$ cat src/rtl/ps2_host_transmitter.sv
// ps2_host_transmitter: sends one command byte from the core to a PS/2 device.
// The device clock is oversampled on Clock; both lines are driven through
// open-drain pull-low enables, and the top level turns these into tristates.
// Ports:
//   Clock, Reset            system clock (posedge) and async active-high reset
//   iPS2_Clock, iPS2_Data   raw PS/2 lines (clock is synchronized and filtered,
//                           data is synchronized only)
//   oPS2_Clock_Low/Data_Low 1 = pull the line low, 0 = release
//   iData, iData_Valid      byte and send request (taken only while oBusy=0)
//   oBusy                   transfer in progress
//   oDone, oError           one-cycle completion / abort pulses
//   oErrorCode              01 timeout, 10 no ACK; holds last value
// Optional build macro PS2_TX_RETRY_EN: retry a failed transfer twice
// before oError is reported.
module ps2_host_transmitter #(
  parameter int INHIBIT_CYCLES = 5000,
  parameter int TIMEOUT_CYCLES = 750000,
  parameter int FILTER_CYCLES  = 4
) (
  input  logic       Clock,
  input  logic       Reset,
  input  logic       iPS2_Clock,
  input  logic       iPS2_Data,
  output logic       oPS2_Clock_Low,
  output logic       oPS2_Data_Low,
  input  logic [7:0] iData,
  input  logic       iData_Valid,
  output logic       oBusy,
  output logic       oDone,
  output logic       oError,
  output logic [1:0] oErrorCode
);

  localparam int ICW = $clog2(INHIBIT_CYCLES + 1);
  localparam int TCW = $clog2(TIMEOUT_CYCLES + 1);
  localparam int FCW = $clog2(FILTER_CYCLES + 1);

  localparam logic [2:0] S_IDLE    = 3'd0;
  localparam logic [2:0] S_INHIBIT = 3'd1;
  localparam logic [2:0] S_SEND    = 3'd2;
  localparam logic [2:0] S_ACK     = 3'd3;
  localparam logic [2:0] S_WAIT    = 3'd4;
`ifdef PS2_TX_RETRY_EN
  localparam logic [2:0] S_GAP     = 3'd5;
`endif

  logic [2:0]     state_q, state_d;
  logic           csync1_q, csync1_d, csync2_q, csync2_d;
  logic           dsync1_q, dsync1_d, dsync2_q, dsync2_d;
  logic           filt_q, filt_d;
  logic [FCW-1:0] fcnt_q, fcnt_d;
  logic [ICW-1:0] inh_cnt_q, inh_cnt_d;
  logic [TCW-1:0] tmo_q, tmo_d;
  logic [3:0]     bit_q, bit_d;
  logic [7:0]     data_q, data_d;
  logic [8:0]     sh_q, sh_d;
  logic           clk_low_q, clk_low_d;
  logic           data_low_q, data_low_d;
  logic           busy_q, busy_d;
  logic           done_q, done_d;
  logic           error_q, error_d;
  logic [1:0]     err_code_q, err_code_d;
`ifdef PS2_TX_RETRY_EN
  logic [1:0]     retry_q, retry_d;
`endif

  logic       fall;
  logic       ack_seen;
  logic       fail;
  logic [1:0] fail_code;

  always_comb begin
    csync1_d = iPS2_Clock;
    csync2_d = csync1_q;
    dsync1_d = iPS2_Data;
    dsync2_d = dsync1_q;

    // Filtered clock flips only after FILTER_CYCLES consecutive disagreeing samples.
    filt_d = filt_q;
    fcnt_d = '0;
    if (csync2_q != filt_q) begin
      if (fcnt_q == FCW'(FILTER_CYCLES - 1)) filt_d = csync2_q;
      else                                   fcnt_d = fcnt_q + FCW'(1);
    end
    fall = filt_q & ~filt_d;

    state_d    = state_q;
    inh_cnt_d  = inh_cnt_q;
    tmo_d      = tmo_q;
    bit_d      = bit_q;
    data_d     = data_q;
    sh_d       = sh_q;
    clk_low_d  = clk_low_q;
    data_low_d = data_low_q;
    busy_d     = busy_q;
    done_d     = 1'b0;
    error_d    = 1'b0;
    err_code_d = err_code_q;
`ifdef PS2_TX_RETRY_EN
    retry_d    = retry_q;
`endif
    ack_seen   = 1'b0;
    fail       = 1'b0;
    fail_code  = 2'b00;

    case (state_q)
      S_IDLE: begin
        if (iData_Valid) begin
          data_d    = iData;
          busy_d    = 1'b1;
          clk_low_d = 1'b1;
          inh_cnt_d = ICW'(INHIBIT_CYCLES - 1);
          state_d   = S_INHIBIT;
`ifdef PS2_TX_RETRY_EN
          retry_d   = 2'd0;
`endif
        end
      end
      S_INHIBIT: begin
        if (inh_cnt_q == '0) begin
          // Request-to-send: start bit on data, clock released, timeout armed.
          clk_low_d  = 1'b0;
          data_low_d = 1'b1;
          tmo_d      = TCW'(TIMEOUT_CYCLES - 1);
          bit_d      = 4'd0;
          sh_d       = {~^data_q, data_q};
          state_d    = S_SEND;
        end else begin
          inh_cnt_d = inh_cnt_q - ICW'(1);
        end
      end
      S_SEND: begin
        if (fall) begin
          if (bit_q != 4'd9) begin
            // Edges 1..9 put data LSB first, then parity, on the wire.
            data_low_d = ~sh_q[0];
            sh_d       = {1'b0, sh_q[8:1]};
            bit_d      = bit_q + 4'd1;
          end else begin
            data_low_d = 1'b0;
            state_d    = S_ACK;
          end
        end
      end
      S_ACK: begin
        if (fall) begin
          ack_seen = 1'b1;
          if (!dsync2_q) begin
            state_d = S_WAIT;
          end else begin
            fail      = 1'b1;
            fail_code = 2'b10;
          end
        end
      end
      S_WAIT: begin
        if (dsync2_q && filt_q) begin
          done_d  = 1'b1;
          busy_d  = 1'b0;
          state_d = S_IDLE;
        end
      end
`ifdef PS2_TX_RETRY_EN
      S_GAP: begin
        if (inh_cnt_q == '0) begin
          clk_low_d = 1'b1;
          inh_cnt_d = ICW'(INHIBIT_CYCLES - 1);
          state_d   = S_INHIBIT;
        end else begin
          inh_cnt_d = inh_cnt_q - ICW'(1);
        end
      end
`endif
      default: state_d = S_IDLE;
    endcase

    // Timeout window spans SEND through WAIT; an ACK sample in the expiry cycle wins.
    if (state_q == S_SEND || state_q == S_ACK || state_q == S_WAIT) begin
      if (tmo_q != '0) begin
        tmo_d = tmo_q - TCW'(1);
      end else if (!ack_seen && !done_d) begin
        fail      = 1'b1;
        fail_code = 2'b01;
      end
    end

    if (fail) begin
      clk_low_d  = 1'b0;
      data_low_d = 1'b0;
`ifdef PS2_TX_RETRY_EN
      if (retry_q != 2'd2) begin
        retry_d   = retry_q + 2'd1;
        inh_cnt_d = ICW'(INHIBIT_CYCLES - 1);
        state_d   = S_GAP;
      end else
`endif
      begin
        error_d    = 1'b1;
        err_code_d = fail_code;
        busy_d     = 1'b0;
        state_d    = S_IDLE;
      end
    end
  end

  always_ff @(posedge Clock or posedge Reset) begin
    if (Reset) begin
      state_q    <= S_IDLE;
      csync1_q   <= 1'b1;
      csync2_q   <= 1'b1;
      dsync1_q   <= 1'b1;
      dsync2_q   <= 1'b1;
      filt_q     <= 1'b1;
      fcnt_q     <= '0;
      inh_cnt_q  <= '0;
      tmo_q      <= '0;
      bit_q      <= '0;
      data_q     <= '0;
      sh_q       <= '0;
      clk_low_q  <= 1'b0;
      data_low_q <= 1'b0;
      busy_q     <= 1'b0;
      done_q     <= 1'b0;
      error_q    <= 1'b0;
      err_code_q <= 2'b00;
`ifdef PS2_TX_RETRY_EN
      retry_q    <= 2'd0;
`endif
    end else begin
      state_q    <= state_d;
      csync1_q   <= csync1_d;
      csync2_q   <= csync2_d;
      dsync1_q   <= dsync1_d;
      dsync2_q   <= dsync2_d;
      filt_q     <= filt_d;
      fcnt_q     <= fcnt_d;
      inh_cnt_q  <= inh_cnt_d;
      tmo_q      <= tmo_d;
      bit_q      <= bit_d;
      data_q     <= data_d;
      sh_q       <= sh_d;
      clk_low_q  <= clk_low_d;
      data_low_q <= data_low_d;
      busy_q     <= busy_d;
      done_q     <= done_d;
      error_q    <= error_d;
      err_code_q <= err_code_d;
`ifdef PS2_TX_RETRY_EN
      retry_q    <= retry_d;
`endif
    end
  end

  assign oPS2_Clock_Low = clk_low_q;
  assign oPS2_Data_Low  = data_low_q;
  assign oBusy          = busy_q;
  assign oDone          = done_q;
  assign oError         = error_q;
  assign oErrorCode     = err_code_q;

endmodule

$ cat config.mk
export PLATFORM = sky130hd
export DESIGN_NAME = ps2_host_transmitter
export DESIGN_NICKNAME = d
export VERILOG_FILES = /design/src/rtl/ps2_host_transmitter.sv
export SDC_FILE = /design/constraint.sdc
export NUM_CORES = 1
export LEC_CHECK = 0
export CORE_MARGIN = 2
export CORE_UTILIZATION = 41
export CTS_CLUSTER_DIAMETER = 120
export DETAILED_ROUTE_END_ITERATION = 10
export PLACE_DENSITY = 0.54
export SLEW_MARGIN = 10
export SYNTH_ARGS = -nofsm -noshare
export SYNTH_HDL_FRONTEND = slang
export SYNTH_SLANG_ARGS = --single-unit
$ cat constraint.sdc
create_clock -name Clock -period 5.69 [get_ports Clock]
set_clock_uncertainty 0.1 [all_clocks]
set_input_delay 0.8535 -clock Clock [delete_from_list [all_inputs] [get_ports Clock]]
set_output_delay 0.8535 -clock Clock [all_outputs]
set_load 0.01 [all_outputs]
==> run summary, run 1 <==
Setup ws final: 2.52 ns
Pre-CTS WS: 2.13 ns
Avg Cell Area, Syn: 9.93 sq um
Fin. max-slew vios: 0
DRC Markers: 0
CP cell instances: clkdlybuf4s50_1 > or4b_1 > a2111oi_2 > o21ai_1 > o31a_1 > o21a_1
CP Capture Type: register
Root buf cell: clkbuf_8
Initial Util: 41.8%
Internal: 1060 uW
Routed Antenna Nets: 0
Startpoint Class: primary input
Routed wire length: 7270 um
Maximum VDD drop: 176 uV
Die height: 97.9 um
Clock slew at reported path FFs: 0.07 ns
Number of antenna violations at the first check in global routing: 0
Vias in the first global route: 2674
Share of layout cells above drive strength 1: 9.04%
Post-CTS setup buffers: 0
Final Hold Viols: 0
Share of power burned in registers: 44.6%
DRT iter0 DRCs: 93
Core Box Area: 8640 sq um
Num ports: 20
# Max-Cap Violations: 0
Hold_ws: 0.257 ns
Net Sw Frac: 33.6%
Leak pwr: 0.00180 uW
F_max: 316 MHz
Pwr Total: 1600 uW
GR Util met2: 26.6%
Die X: 97.9 um
# setup viols final: 0
CP max-delay cell: or4b_1
Comb pwr share: 29.7%
RSZ-0062 raised after global routing: no
GP Congestion: 0.810
First-pass DRT Iterations: 4
Most Crowded Layer GR: met2
CTS tree: yes
Cells taking the most area after synthesis: dfrtp_1 46%, nand2_1 5.3%, mux2i_1 5.0%
CTS HTree Levels: 3
Global-route wire length before repair: 12800 um
Crit path required time: 5.83 ns
Tot GR Track Use: 16.5%
Post-synth ARST share: 100%
Post-DP HPWL: 5080 um
Drt wl/cell: 14.7 um
Die area: 9580 sq um
Clock power share: 25.7%
CP Class: in2reg
# port buffers: 19
Met1 global-route usage: 21.7%
Clock Path Buffers: 2
Largest net degree at the start of global routing: 50
Measured slew at the worst slew-check pin: 1.05 ns
Slew headroom: 29.8%
Cell Area, Synth: 3610 sq um
Slowest stage delay, CP: 0.77 ns
Critical Path Fanout Max: 19
Switch Pwr: 538 uW
P per Cell Area: 392 nW/um^2
Leading area contributor after synthesis: dfrtp_1
WP data arrival: 3.30 ns
Fin nets: 401
Overflow after GRT: 0
Worst min-delay path category: reg2reg
Antenna cells: 0
DR vias: 2669
Met3 Usage GRT: 5.30%
CTS buffer count: 9
Setup_tns: 0 ns
Cts hold-fix bufs: 0
Predominant post-synthesis flop cell: dfrtp_1
Register area share after synthesis: 50.0%
Flops & latches, synth: 72
Crit path time final: 3.17 ns
EDFF count, synth: 0
Share of the core filled with cells: 47.2%
Num Clock Sinks: 72
Gate Count Post-Synth: 364
Distinct cells, synth: 60
Syn nets: 383
Area Growth Syn to Fin: 12.8%
Worst-Skew Late Latency: 0.34 ns
Vias per inst: 5.39
Core Rows: 34
Status: finished clean
Synth warn: 0
Resize count post-CTS: 0
Fin crit share: 55.7%
Top cell type's share of synthesized area: 46.4%
-- flip-flops by register name (all words and copies together), names as in the netlist, 2 cells and up --
name	cells
bit_q	4
data_q	8
tmo_q	20
oErrorCode	2
fcnt_q	3
inh_cnt_q	13
sh_q	9
state_q	3
-- kinds of logic (layout without fill, tap and decap cells) --
logic type | count (synthesis) | in the layout | share of synthesized area [%]
AO/OA/AOI/OAI | 71 | 71 | 13.1
AND/OR/NAND/NOR | 155 | 155 | 22.1
XOR/XNOR | 17 | 17 | 4.12
adder cells (fa/ha/maj) | 6 | 6 | 2.08
flip-flops | 72 | 72 | 50.0
buffers and inverters | 24 | 47 | 3.32
multiplexers | 19 | 19 | 5.30
-- layer usage --
metal  vias to the layer above  wire length [um]
met3                         7               238
met2                        28              3400
met4                         0                70
met1                      1302              3560
li1                       1332                 -
met5                         -                 0
-- worst max-delay path: cells and delay by family --
kind	cells	cell delay, ns
buffers and inverters	1	0.47
and+or+nand+nor	1	0.77
AOI/OAI and AO/OA	4	1.21
-- metrics by stage --
step / instance area, sq um / std cells
after floorplan: 3610 / 364
after global placement: 3880 / 479
after detailed placement: 3880 / 479
after CTS: 4080 / 495
after global routing: 4080 / 495
final: 4080 / 495
-- power by group through the flow --
| stage | clock, uW | combinational, uW | sequential, uW |
|---|---|---|---|
| after floorplan | 0 | 384 | 692 |
| after global placement | 0 | 474 | 725 |
| after detailed placement | 0 | 478 | 724 |
| after CTS | 425 | 480 | 716 |
| after global routing | 447 | 537 | 732 |
| final | 411 | 474 | 714 |
-- cell usage in the layout (no fill, tap or decap), types with 7 or more instances in the layout --
cell type        netlist  routed
a21oi_1               19      19
dfrtp_1               67      67
clkbuf_8               0      11
xor2_1                 8       8
xnor2_1                9       9
nand2_1               51      51
inv_1                 10       9
nand3_1               10      10
clkdlybuf4s50_1        0      19
a31oi_1                9       9
nand4_1                7       7
o21ai_0               11      11
mux2i_1               18      18
nor2_1                36      36
-- final timing paths --
| path | cells past startpoint | slack (ns) | to | startpoint |
|---|---|---|---|---|
| worst max-delay path | 6 | 2.52 | inh_cnt_q[11] | iData_Valid |
| worst max register to register | 5 | 2.84 | inh_cnt_q[11] | state_q[0] |
| max in group asynchronous | 3 | 3.58 | csync1_q | Reset |
| worst min register to register | 0 | 0.26 | dsync2_q | dsync1_q |
| min in group asynchronous | 2 | 0.96 | data_q[5] | Reset |
| worst min-delay path | 0 | 0.26 | dsync2_q | dsync1_q |
-- final cells by class --
type / count / area [sq um]
Fill cell: 856 / 4560
Sequential cell: 72 / 1810
Multi-Input combinational cell: 268 / 1690
Timing Repair Buffer: 21 / 205
Clock buffer: 13 / 159
Tap cell: 108 / 135
Clock inverter: 3 / 40.0
Inverter: 10 / 37.5
-- synthesized netlist by cell type, types with 6 or more instances --
master / instances
nand3_1: 10
xor2_1: 8
nand2_1: 51
nand4_1: 7
or3_1: 6
o21ai_0: 11
nor3_1: 6
xnor2_1: 9
dfrtp_1: 67
ha_1: 6
clkbuf_1: 7
inv_1: 10
nor2_1: 36
mux2i_1: 18
a211oi_1: 6
a21oi_1: 19
nor2b_1: 6
a31oi_1: 9
Note: power is estimated with default switching activity, not from simulation.
==> inputs of run 2 (changes only) <==
- clock period: 5.69 -> 3.2 ns (I/O delays scaled with it)
==> run 2 against run 1 <==
- non-clock buffer count up 5
- sequential cell count is the same
- routed wire length is essentially flat
- largest power group unchanged
- worst hold slack better by 0.0020 ns
- register-to-register slack got worse by 2.3 ns
- critical endpoint is now oPS2_Clock_Low
- sequential share of layout area down 0.78 points
==> run summary, run 2 (synthesis results as in run 1) <==
Routed wire length: 7270 um
Leak pwr: 0.00183 uW
CP Capture Type: register
Post-CTS setup buffers: 0
Critical R2R Launch: inh_cnt_q[0]
Drt wl/cell: 14.5 um
Biggest register: tmo_q
Tot GR Track Use: 16.5%
Vias in the first global route: 2653
Hold Path Stages: 0
P per Cell Area: 715 nW/um^2
Number of antenna violations at the first check in global routing: 0
Maximum VDD drop: 287 uV
DRT iter0 DRCs: 97
CTS buffer count: 9
Die X: 97.9 um
Crit path time final: 2.68 ns
Pwr Total: 2970 uW
Num ports: 20
CP Class: reg2reg
Share of layout cells above drive strength 1: 10.5%
Inst Count DP: 484
CTS tree: yes
Most frequent cells in the layout: 67 x dfrtp_1, 51 x nand2_1, 36 x nor2_1, 19 x a21oi_1, 19 x clkdlybuf4s50_1
Startpoint Class: register
Slew headroom: 49.2%
Initial Util: 41.8%
RSZ-0062 raised after global routing: no
Measured slew at the worst slew-check pin: 0.743 ns
GP Congestion: 0.809
Overflow after GRT: 0
Vias per inst: 5.42
# setup viols final: 0
Sequential Area: 1810 sq um
CTS HTree Levels: 3
First-pass DRT Iterations: 6
R2R Setup Slk: 0.52 ns
Worst min-delay path category: reg2reg
Post-DP HPWL: 5020 um
F_max: 373 MHz
Area Growth Syn to Fin: 14.8%
Fin nets: 406
Global-route wire length before repair: 12700 um
Hold_ws: 0.259 ns
Resize count post-CTS: 0
Cts hold-fix bufs: 0
Worst reg-to-reg path cell count: 7
DR vias: 2711
FF-to-FF End: oPS2_Clock_Low
# port buffers: 19
DRC Markers: 0
Crit path required time: 3.32 ns
Final Hold Viols: 0
Most common cell after layout, fill and taps aside: dfrtp_1
Critical Path Fanout Max: 11
Fin crit share: 83.7%
Setup_tns: 0 ns
Multi-input gate area: 1690 sq um
Status: finished clean
Antenna cells: 0
Clock slew at reported path FFs: 0.08 ns
Core Box Area: 8640 sq um
Num Clock Sinks: 72
Largest registers: tmo_q (20), inh_cnt_q (13), sh_q (9)
Fin. max-slew vios: 0
Hold wc startpoint: csync1_q
Hold Path End: csync2_q
Number of flip-flops in the largest register: 20
Fin cells: 500
Die height: 97.9 um
Clock Path Buffers: 2
# Max-Cap Violations: 0
Root buf cell: clkbuf_8
Routed Antenna Nets: 0
WP data arrival: 2.80 ns
Worst-Skew Late Latency: 0.36 ns
# fillers: 813
Core Rows: 34
Largest net degree at the start of global routing: 73
Die area: 9580 sq um
-- run 2: cell types whose count changed in the layout (fill, tap and decap cells not counted) --
cell	delta
clkinvlp_4	+2
bufinv_16	+1
buf_12	+1
clkbuf_8	-1
clkinv_2	-1
clkbuf_1	-1
buf_4	+4
-- run 2: per-layer routing --
layer	track usage, %	share of wire [%]	vias to the layer above
li1	-	-	1350
met1	22.8	50	1305
met2	25.1	45	45
met3	2.79	2.9	11
met4	8.01	2.2	0
met5	0	0	-
-- run 2: cell type report --
class                   instances  area share (%)
multi-input cells             268            40.8
inverters                      10           0.905
flip-flops and latches         72            43.6
well taps                     108            3.26
clock buffers                  11            3.41
repair buffers                 26            6.15
clock inverters                 5            1.93
-- run 2: power by group --
group          switching (uW)  total, uW  internal [uW]
combinational             491        913            421
sequential                148       1240           1090
clock                     353        813            459
-- run 2: worst max-delay path: stages, from the launching register on --
cell and delay (ns):
dfrtp_1 0.40, inv_1 0.10, ha_1 0.24, or4b_1 0.50, or4_4 0.54, or2_1 0.42, a21oi_2 0.19, nor2_1 0.05
-- run 2: how the worst max path moves through the flow --
stage	start	end	slack (ns)	depth (start not counted)
after floorplan	inh_cnt_q[0]	oPS2_Clock_Low	0.76	9
after global placement	iData_Valid	inh_cnt_q[11]	0.42	6
after detailed placement	iData_Valid	inh_cnt_q[11]	0.42	6
after CTS	inh_cnt_q[0]	oPS2_Clock_Low	0.49	7
after global routing	inh_cnt_q[0]	oPS2_Clock_Low	0.39	7
final	inh_cnt_q[0]	oPS2_Clock_Low	0.52	7
-- run 2: per-stage QoR --
stage | utilization (%) | cell area (sq um) | setup slack [ns]
after floorplan | - | 3610 | 0.760
after global routing | 48.0 | 4150 | 0.393
final | 48.0 | 4150 | 0.520
after CTS | 48.0 | 4150 | 0.491
after detailed placement | 45.5 | 3930 | 0.419
after global placement | 45.5 | 3930 | 0.425
==> inputs of run 3 (changes only) <==
- clock period: 3.2 -> 2.7 ns (I/O delays scaled with it)
==> run 3 against run 2 <==
- worst hold slack got worse by 0.00080 ns
- largest power group unchanged
- maximum frequency up 5.6%
- sequential share of layout area fell by 1.4 points
- die area unchanged
- design area increased by 3.3%
- register-to-register slack worse by 0.36 ns
==> run summary, run 3 (synthesis results as in run 1) <==
Top delay family on crit path: simple AND/OR/NAND/NOR gates
Leak pwr: 0.00191 uW
Maximum VDD drop: 478 uV
Global-route wire length before repair: 13400 um
Resize count post-CTS: 0
DRT iter0 DRCs: 88
Fin crit share: 94.0%
Placed cell areas: 4060 sq um
Routed Antenna Nets: 0
CTS buffer count: 9
Status: finished clean
RSZ-0062 raised after global routing: no
Cts hold-fix bufs: 0
Critical R2R Launch: inh_cnt_q[0]
Fin nets: 419
Hold Path Stages: 0
Worst min-delay path category: reg2reg
Num ports: 20
Die area: 9580 sq um
Drt wl/cell: 14.8 um
Root buf cell: clkbuf_8
Measured slew at the worst slew-check pin: 0.698 ns
# Max-Cap Violations: 0
Post-CTS setup buffers: 0
GP Congestion: 0.851
Startpoint Class: register
Most common cell after layout, fill and taps aside: dfrtp_1
Buf+Inv Stages, Crit Path: 1
Clock Path Buffers: 2
Share of layout cells above drive strength 1: 13.3%
Routed wire length: 7590 um
CP cell instances: inv_1 > ha_1 > or4b_1 > or4_4 > or2_1 > a21oi_2 > nor2_1
Post-DP HPWL: 5380 um
Core Rows: 34
Die X: 97.9 um
Die height: 97.9 um
Clock slew at reported path FFs: 0.08 ns
Number of flip-flops in the largest register: 20
Core Box Area: 8640 sq um
# setup viols final: 0
Slowest stage delay, CP: 0.50 ns
Number of antenna violations at the first check in global routing: 0
Num Clock Sinks: 72
CP Class: reg2reg
Biggest register: tmo_q
Hold wc startpoint: csync1_q
First-pass DRT Iterations: 4
# fillers: 815
Crit path time final: 2.54 ns
Antenna cells: 0
Slew headroom: 53.5%
CP Depth: 7
CP max-delay cell: or4b_1
Post-route cell area: 4280 sq um
Fin. max-slew vios: 0
Critical Path Fanout Max: 11
Vias per inst: 5.36
Most frequent cells in the layout: 67 x dfrtp_1, 51 x nand2_1, 36 x nor2_1, 19 x a21oi_1, 19 x clkdlybuf4s50_1
DRC Markers: 0
WP data arrival: 2.66 ns
DR vias: 2748
Setup_tns: 0 ns
Largest registers: tmo_q (20), inh_cnt_q (13), sh_q (9)
CTS HTree Levels: 3
Final Hold Viols: 0
Area Growth Syn to Fin: 18.5%
Worst Setup SP: inh_cnt_q[0]
Worst reg-to-reg path cell count: 7
Largest net degree at the start of global routing: 28
P per Cell Area: 829 nW/um^2
# port buffers: 19
Worst-Skew Late Latency: 0.35 ns
Overflow after GRT: 0
Initial Util: 41.8%
Tot GR Track Use: 17.3%
CTS tree: yes
Crit path required time: 2.82 ns
Vias in the first global route: 2788
CP Capture Type: register
F_max: 394 MHz
==> run 3: changes by cell type in the layout (fill, tap and decap cells not counted), sizes merged <==
cell and delta:
buf +13
==> run 3: worst paths after layout <==
path,endpoint,slack (ns)
worst max-delay path,oPS2_Clock_Low,0.16
max in group asynchronous,filt_q,1.58
worst max register to register,oPS2_Clock_Low,0.16
worst min register to register,csync2_q,0.26
worst min-delay path,csync2_q,0.26
min in group asynchronous,data_q[6],0.33
==> run 3: power by group <==
part	leakage [uW]	internal, uW	total, uW	switching, uW
registers	0.000928	1300	1470	173
logic	0.000876	529	1130	599
clock network	0.000106	544	954	410
total	0.00191	2370	3550	1180
==> run 3: layer usage <==
| metal | part of all wire (%) | vias to the layer above | GRT usage, % | routed length (um) |
|---|---|---|---|---|
| met2 | 45 | 45 | 26.5 | 3440 |
| met1 | 50 | 1319 | 24.3 | 3820 |
| li1 | - | 1373 | - | - |
| met5 | 0 | - | 0 | 0 |
| met4 | 1.9 | 0 | 7.05 | 142 |
| met3 | 2.4 | 11 | 3.01 | 182 |
==> run 3: layout make-up <==
| class | count | area [sq um] | area share [%] |
|---|---|---|---|
| repair buffers | 39 | 390 | 9.11 |
| inverters | 10 | 37.5 | 0.876 |
| clock inverters | 5 | 80.1 | 1.87 |
| multi-input cells | 268 | 1690 | 39.5 |
| clock buffers | 11 | 141 | 3.30 |
| flip-flops and latches | 72 | 1810 | 42.2 |
| well taps | 108 | 135 | 3.16 |
==> run 3: per-stage QoR <==
stage	cells	total power, uW	setup slack (ns)	util (%)	hold WS, ns
2_1_floorplan	364	2270	0.260	-	0.245
3_3_place_gp	497	2600	0.0789	47.0	0.247
3_5_place_dp	497	2620	0.00822	47.0	0.247
4_1_cts	513	3590	0.151	49.6	0.259
5_1_grt	513	3800	0.0635	49.6	0.264
6_report	513	3550	0.163	49.6	0.258
